File: config.mk
export PLATFORM = sky130hd
export DESIGN_NAME = pipe_ctrl_flat
export DESIGN_NICKNAME = d
export VERILOG_FILES = /design/src/rtl/pipe_ctrl_pkg.sv /design/src/rtl/pipe_ctrl_if.sv /design/src/rtl/pipe_ctrl_stall_mask_gen.sv /design/src/rtl/pipe_ctrl.sv /design/src/flat_wrapper.sv
export SDC_FILE = /design/constraint.sdc
export NUM_CORES = 1
export LEC_CHECK = 0
export ABC_AREA = 1
export CAP_MARGIN = 20
export CELL_PAD_IN_SITES_DETAIL_PLACEMENT = 2
export CELL_PAD_IN_SITES_GLOBAL_PLACEMENT = 2
export CORE_MARGIN = 5
export CORE_UTILIZATION = 27
export CTS_CLUSTER_SIZE = 12
export DETAILED_ROUTE_END_ITERATION = 8
export PLACE_DENSITY_LB_ADDON = 0.1
export SLEW_MARGIN = 20
export SYNTH_ARGS = -nofsm -noshare
export SYNTH_HDL_FRONTEND = slang
export SYNTH_SLANG_ARGS = --single-unit
File: constraint.sdc
create_clock -name clk -period 6.1 [get_ports clk]
set_clock_uncertainty 0.2 [all_clocks]
set_input_delay 1.22 -clock clk [delete_from_list [all_inputs] [get_ports clk]]
set_output_delay 1.22 -clock clk [all_outputs]
set_load 0.05 [all_outputs]
File: src/rtl/pipe_ctrl_pkg.sv
// Shared definitions for the pipeline sequencer.
// Stall bus type, exception codes, vector and FSM encoding.
package pipe_ctrl_pkg;

  localparam int DEF_STALL_W = 10;
  localparam int DEF_CNT_W   = 16;

  localparam logic [31:0] DEF_EXC_VEC = 32'hBFC0_0380;

  typedef logic [DEF_STALL_W-1:0] stall_bus_t;

  localparam logic STOP    = 1'b1;
  localparam logic NO_STOP = 1'b0;

  localparam logic [31:0] EXC_INT  = 32'h0000_0001;
  localparam logic [31:0] EXC_ADEL = 32'h0000_0004;
  localparam logic [31:0] EXC_ADES = 32'h0000_0005;
  localparam logic [31:0] EXC_SYS  = 32'h0000_0008;
  localparam logic [31:0] EXC_BP   = 32'h0000_0009;
  localparam logic [31:0] EXC_RI   = 32'h0000_000A;
  localparam logic [31:0] EXC_OV   = 32'h0000_000C;
  localparam logic [31:0] EXC_ERET = 32'h0000_000E;

  typedef enum logic {
    RUN   = 1'b0,
    DRAIN = 1'b1
  } state_e;

  // ERET returns to EPC; every other code enters the vector.
  function automatic logic [31:0] exc_target(
    input logic [31:0] code,
    input logic [31:0] epc,
    input logic [31:0] vec
  );
    return (code == EXC_ERET) ? epc : vec;
  endfunction

endpackage

File: src/rtl/pipe_ctrl_if.sv
// Sequencer bus: stall requests, exception info, busy in;
// stall bus, flush, redirect PC and stall counter out.
interface pipe_ctrl_if #(
  parameter int STALL_W = 10,
  parameter int CNT_W   = 16
);
  logic [STALL_W-1:0] stallreq_i;
  logic [31:0]        excepttype_i;
  logic [31:0]        cp0_epc_i;
  logic               inst_busy_i;
  logic [STALL_W-1:0] stall_o;
  logic               flush_o;
  logic [31:0]        new_pc_o;
  logic [CNT_W-1:0]   stall_cnt_o;

  modport master (
    output stallreq_i, excepttype_i,
    output cp0_epc_i, inst_busy_i,
    input  stall_o, flush_o,
    input  new_pc_o, stall_cnt_o
  );

  modport slave (
    input  stallreq_i, excepttype_i,
    input  cp0_epc_i, inst_busy_i,
    output stall_o, flush_o,
    output new_pc_o, stall_cnt_o
  );
endinterface

File: src/rtl/pipe_ctrl_stall_mask_gen.sv
// Priority thermometer: req_i -> mask_o, every bit at or
// below the highest request set, so that stage freezes.
module pipe_ctrl_stall_mask_gen #(
  parameter int W = 10
) (
  input  logic [W-1:0] req_i,
  output logic [W-1:0] mask_o
);
  logic acc;

  always_comb begin
    acc    = 1'b0;
    mask_o = '0;
    for (int k = W - 1; k >= 0; k--) begin
      acc       = acc | req_i[k];
      mask_o[k] = acc;
    end
  end
endmodule

File: src/rtl/pipe_ctrl.sv
// Pipeline sequencer: stall bus, exception flush/redirect,
// redirect deferral while fetch is busy, stall counter.
module pipe_ctrl #(
  parameter int          STALL_W = pipe_ctrl_pkg::DEF_STALL_W,
  parameter logic [31:0] EXC_VEC = pipe_ctrl_pkg::DEF_EXC_VEC,
  parameter int          CNT_W   = pipe_ctrl_pkg::DEF_CNT_W
) (
  input logic        clk,
  input logic        rst,
  pipe_ctrl_if.slave bus
);
  import pipe_ctrl_pkg::*;

  state_e state_q, state_d;

  logic [31:0]        code_q, code_d;
  logic [31:0]        epc_q, epc_d;
  logic [CNT_W-1:0]   cnt_q, cnt_d;
  logic [STALL_W-1:0] mask;
  logic [STALL_W-1:0] stall;
  logic               flush;
  logic [31:0]        new_pc;
  logic               exc_vld;

  pipe_ctrl_stall_mask_gen #(
    .W (STALL_W)
  ) u_mask (
    .req_i  (bus.stallreq_i),
    .mask_o (mask)
  );

  assign exc_vld = |bus.excepttype_i;

  always_comb begin
    state_d = state_q;
    code_d  = code_q;
    epc_d   = epc_q;
    stall   = '0;
    flush   = 1'b0;
    new_pc  = '0;
    unique case (state_q)
      RUN: begin
        if (exc_vld && !bus.inst_busy_i) begin
          flush  = 1'b1;
          new_pc = exc_target(bus.excepttype_i,
                              bus.cp0_epc_i, EXC_VEC);
        end else if (exc_vld) begin
          // Fetch in flight: freeze everything and
          // hold the redirect until the bus is idle.
          stall   = '1;
          code_d  = bus.excepttype_i;
          epc_d   = bus.cp0_epc_i;
          state_d = DRAIN;
        end else begin
          stall = mask;
        end
      end
      DRAIN: begin
        if (!bus.inst_busy_i) begin
          flush   = 1'b1;
          new_pc  = exc_target(code_q, epc_q, EXC_VEC);
          state_d = RUN;
        end else begin
          stall = '1;
        end
      end
      default: state_d = RUN;
    endcase
    if (rst) begin
      stall  = '0;
      flush  = 1'b0;
      new_pc = '0;
    end
    if (stall == '0 || flush) begin
      cnt_d = '0;
    end else if (&cnt_q) begin
      cnt_d = cnt_q;
    end else begin
      cnt_d = cnt_q + 1'b1;
    end
  end

  always_ff @(posedge clk) begin
    if (rst) begin
      state_q <= RUN;
      code_q  <= '0;
      epc_q   <= '0;
      cnt_q   <= '0;
    end else begin
      state_q <= state_d;
      code_q  <= code_d;
      epc_q   <= epc_d;
      cnt_q   <= cnt_d;
    end
  end

  assign bus.stall_o     = stall;
  assign bus.flush_o     = flush;
  assign bus.new_pc_o    = new_pc;
  assign bus.stall_cnt_o = cnt_q;
endmodule

File: src/flat_wrapper.sv
// flat-port wrapper written by rule: the top's interface ports become plain ports
module pipe_ctrl_flat import pipe_ctrl_pkg::*;
#(
  parameter int          STALL_W = pipe_ctrl_pkg::DEF_STALL_W,
  parameter logic [31:0] EXC_VEC = pipe_ctrl_pkg::DEF_EXC_VEC,
  parameter int          CNT_W   = pipe_ctrl_pkg::DEF_CNT_W
)
  (clk, rst, bus_stallreq_i, bus_excepttype_i, bus_cp0_epc_i, bus_inst_busy_i, bus_stall_o, bus_flush_o, bus_new_pc_o, bus_stall_cnt_o);
  pipe_ctrl_if #(.STALL_W(STALL_W), .CNT_W(CNT_W)) bus_i ();
  input logic clk;
  input logic rst;
  input wire logic [$bits(bus_i.stallreq_i)-1:0] bus_stallreq_i;
  input wire logic [$bits(bus_i.excepttype_i)-1:0] bus_excepttype_i;
  input wire logic [$bits(bus_i.cp0_epc_i)-1:0] bus_cp0_epc_i;
  input wire logic [$bits(bus_i.inst_busy_i)-1:0] bus_inst_busy_i;
  output wire logic [$bits(bus_i.stall_o)-1:0] bus_stall_o;
  output wire logic [$bits(bus_i.flush_o)-1:0] bus_flush_o;
  output wire logic [$bits(bus_i.new_pc_o)-1:0] bus_new_pc_o;
  output wire logic [$bits(bus_i.stall_cnt_o)-1:0] bus_stall_cnt_o;
  assign bus_i.stallreq_i = bus_stallreq_i;
  assign bus_i.excepttype_i = bus_excepttype_i;
  assign bus_i.cp0_epc_i = bus_cp0_epc_i;
  assign bus_i.inst_busy_i = bus_inst_busy_i;
  assign bus_stall_o = bus_i.stall_o;
  assign bus_flush_o = bus_i.flush_o;
  assign bus_new_pc_o = bus_i.new_pc_o;
  assign bus_stall_cnt_o = bus_i.stall_cnt_o;
  pipe_ctrl #(.STALL_W(STALL_W), .EXC_VEC(EXC_VEC), .CNT_W(CNT_W)) u_core (.clk(clk), .rst(rst), .bus(bus_i));
endmodule
==> impl_metrics.env <==
export IMPL_finalCritPeriodShare=0.881
export IMPL_gr_max_usage_layer="met2"
export IMPL_clkPwrFrac=0.427
export IMPL_cts_sinks=81
export IMPL_cts_hold_buffers_added=0
export IMPL_worst_pin_slew_ns=1.02
export IMPL_final_cell_mix="clkdlybuf4s50_1 (114), nand2_1 (98), inv_1 (96), a21oi_1 (91), dfxtp_1 (81)"
export IMPL_ys_warn_count=0
export IMPL_postCtsResizedCells=0
export IMPL_grt_pass1_vias=5169
export IMPL_design_die_area_um2=18500
export IMPL_initial_utilization=0.273
export IMPL_yosysSeqAreaShare=0.378
export IMPL_critPathKind="in -> out"
export IMPL_syn_mean_instance_area_um2=6.86
export IMPL_die_w_um=136
export IMPL_gp_congestion=0.779
export IMPL_drc=0
export IMPL_core_area_um2=15700
export IMPL_dieHeight_um=136
export IMPL_p_int_mw=1.04
export IMPL_power_switching_mw=0.387
export IMPL_power_mw=1.43
export IMPL_boundaryPins=136
export IMPL_ff2ff_setup_slack_ns=3.63
export IMPL_setup_tns_final_ns=0
export IMPL_wl_per_cell_um=16.3
export IMPL_antenna_found_initial=0
export IMPL_cp_required_ns=4.68
export IMPL_report_final_hold_viol_count=0
export IMPL_totalWireLength_mm=15.7
export IMPL_ys_ff_latch=81
export IMPL_antenna_left=0
export IMPL_post_cts_setup_buffers=0
export IMPL_drive_above_1_share=0.138
export IMPL_clk_latency_ns=0.35
export IMPL_utilization=0.397
export IMPL_synth_edf_count=0
export IMPL_grt_overflow=0
export IMPL_antenna_cells=0
export IMPL_status="finished clean"
export IMPL_dr_pass1_iters=4
export IMPL_use_met1=0.189
export IMPL_final_common_cell="clkdlybuf4s50_1"
export IMPL_nets=822
export IMPL_vias_per_cell=4.67
export IMPL_syn_area_um2=4290
export IMPL_area_growth_pct=45.5
export IMPL_grtUsageTotal=0.174
export IMPL_cts_inserted_buffers=9
export IMPL_cts_clk_slew_worst_paths_ns=0.06
export IMPL_grtUsageMet2=0.329
export IMPL_grt_pass1_wl_mm=25.6
export IMPL_synth_cell_types=33
export IMPL_slew_headroom=0.318
export IMPL_fmaxAchievable_mhz=186
export IMPL_placement_io_buffers=135
export IMPL_rsz0062_at_grt="no"
export IMPL_ys_flop_type="dfxtp_1"
export IMPL_yosys_top_cells_area="dfxtp_1 (38%), a21oi_1 (11%), nand2_1 (8.6%)"
export IMPL_critPathLaunchType="input port"
export IMPL_holdCritPathClass="reg -> reg"
export IMPL_worst_ir_drop_vdd_uv=132
export IMPL_synth_async_reset_ratio=0
export IMPL_synth_top_area_share=0.378
export IMPL_grt_use_met3=0.0463
export IMPL_hpwlAfterDp_mm=11.9
export IMPL_leakage_nw=2.44
export IMPL_hold_depth=2
export IMPL_switching_share=0.271
export IMPL_vias=4502
export IMPL_power_frac_seq=0.406
export IMPL_powerDensity_nw_per_um2=229
export IMPL_yosysTopAreaCell="dfxtp_1"
export IMPL_cap_violations=0
export IMPL_clockBufferDepth=2
export IMPL_period_needed_ns=5.38
export IMPL_slew_viol_final=0
export IMPL_synth_cells=625
export IMPL_critPathMaxFanout=12
export IMPL_grt_start_max_net_pins=89
export IMPL_cts_tree="done"
export IMPL_rows=46
export IMPL_drt_iter0_drc=120
export IMPL_fin_cells=965
export IMPL_cp_arrival_ns=3.96
export IMPL_p_comb_frac=0.167
export IMPL_syn_nets=703
export IMPL_setup_viol=0
export IMPL_ctsRootBufferMaster="clkbuf_16"
export IMPL_htreeDepth=3
export IMPL_r2r_cells=5
export IMPL_critPathCaptureType="output pin"
export IMPL_place_inst=949
-- cells by family (layout without fill, tap and decap cells) --
family,count (synthesis),after routing,synth area share
adder cells (fa/ha/maj),1,1,0.00292
buffers and inverters,141,265,0.145
flip-flops,81,81,0.378
AO/OA/AOI/OAI,182,182,0.222
XOR/XNOR,6,6,0.0123
AND/OR/NAND/NOR,214,214,0.240
-- registers in the layout, summed over array words and instances (netlist names) --
name	cells
u_core.epc_q	32
u_core.bus.stall_cnt_o	16
u_core.state_q	1
u_core.code_q	32
-- layout make-up --
cell class | instances | area [um^2]
fill | 1846 | 9480
clock buffer | 11 | 253
multi-input combinational | 403 | 2050
inverter | 108 | 405
clock inverter | 5 | 77.6
tap | 216 | 270
sequential | 81 | 1620
timing repair buffer | 141 | 1550
-- path summary, 6_finish.rpt --
kind,from,end
setup / recovery,bus_excepttype_i[3],bus_new_pc_o[7]
hold / removal,u_core.code_q[0]$_SDFFE_PP0P_,u_core.code_q[0]$_SDFFE_PP0P_
setup reg to reg,u_core.state_q$_SDFF_PP0_,u_core.code_q[14]$_SDFFE_PP0P_
hold reg to reg,u_core.code_q[0]$_SDFFE_PP0P_,u_core.code_q[0]$_SDFFE_PP0P_
-- through the flow --
stage	setup slack, ns	cell area (um^2)	hold slack [ns]
after floorplan	1.83	4290	0.223
after global placement	0.810	5910	0.233
after detailed placement	0.700	5910	0.243
after CTS	0.690	6240	0.253
after global routing	0.527	6240	0.267
final	0.723	6240	0.248
-- Yosys cell counts (8+ instances only) --
cell type,instances
nand2_2,23
nand4_1,11
nor3_1,8
a21oi_2,10
a21oi_1,91
nand2_1,98
clkbuf_1,13
dfxtp_1,81
o21ai_0,69
buf_2,11
inv_1,97
nor2_1,38
inv_2,11
nand3_1,17
o21ai_1,11
-- critical path: stages --
cell and delay [ns]:
clkdlybuf4s50_1 0.51, nand2_1 0.07, nor3b_1 0.29, nand3_1 0.25, nor2_1 0.16, nand2_1 0.29
o21ai_0 0.32, a21oi_1 0.10, clkdlybuf4s50_1 0.75
-- routing by layer --
metal | wire length (um) | up-vias
met4 | 259 | 0
met1 | 6470 | 2175
met5 | 0 | -
met2 | 8240 | 81
li1 | - | 2231
met3 | 729 | 15
-- power groups by stage --
| stage | combinational, mW | sequential (mW) | clock (mW) |
|---|---|---|---|
| 6_report | 0.238 | 0.579 | 0.609 |
| 5_1_grt | 0.261 | 0.584 | 0.650 |
| 4_1_cts | 0.242 | 0.580 | 0.630 |
| 3_5_place_dp | 0.240 | 0.592 | 0 |
| 3_3_place_gp | 0.230 | 0.589 | 0 |
| 2_1_floorplan | 0.132 | 0.592 | 0 |
Power figures use the tool's default switching activity.
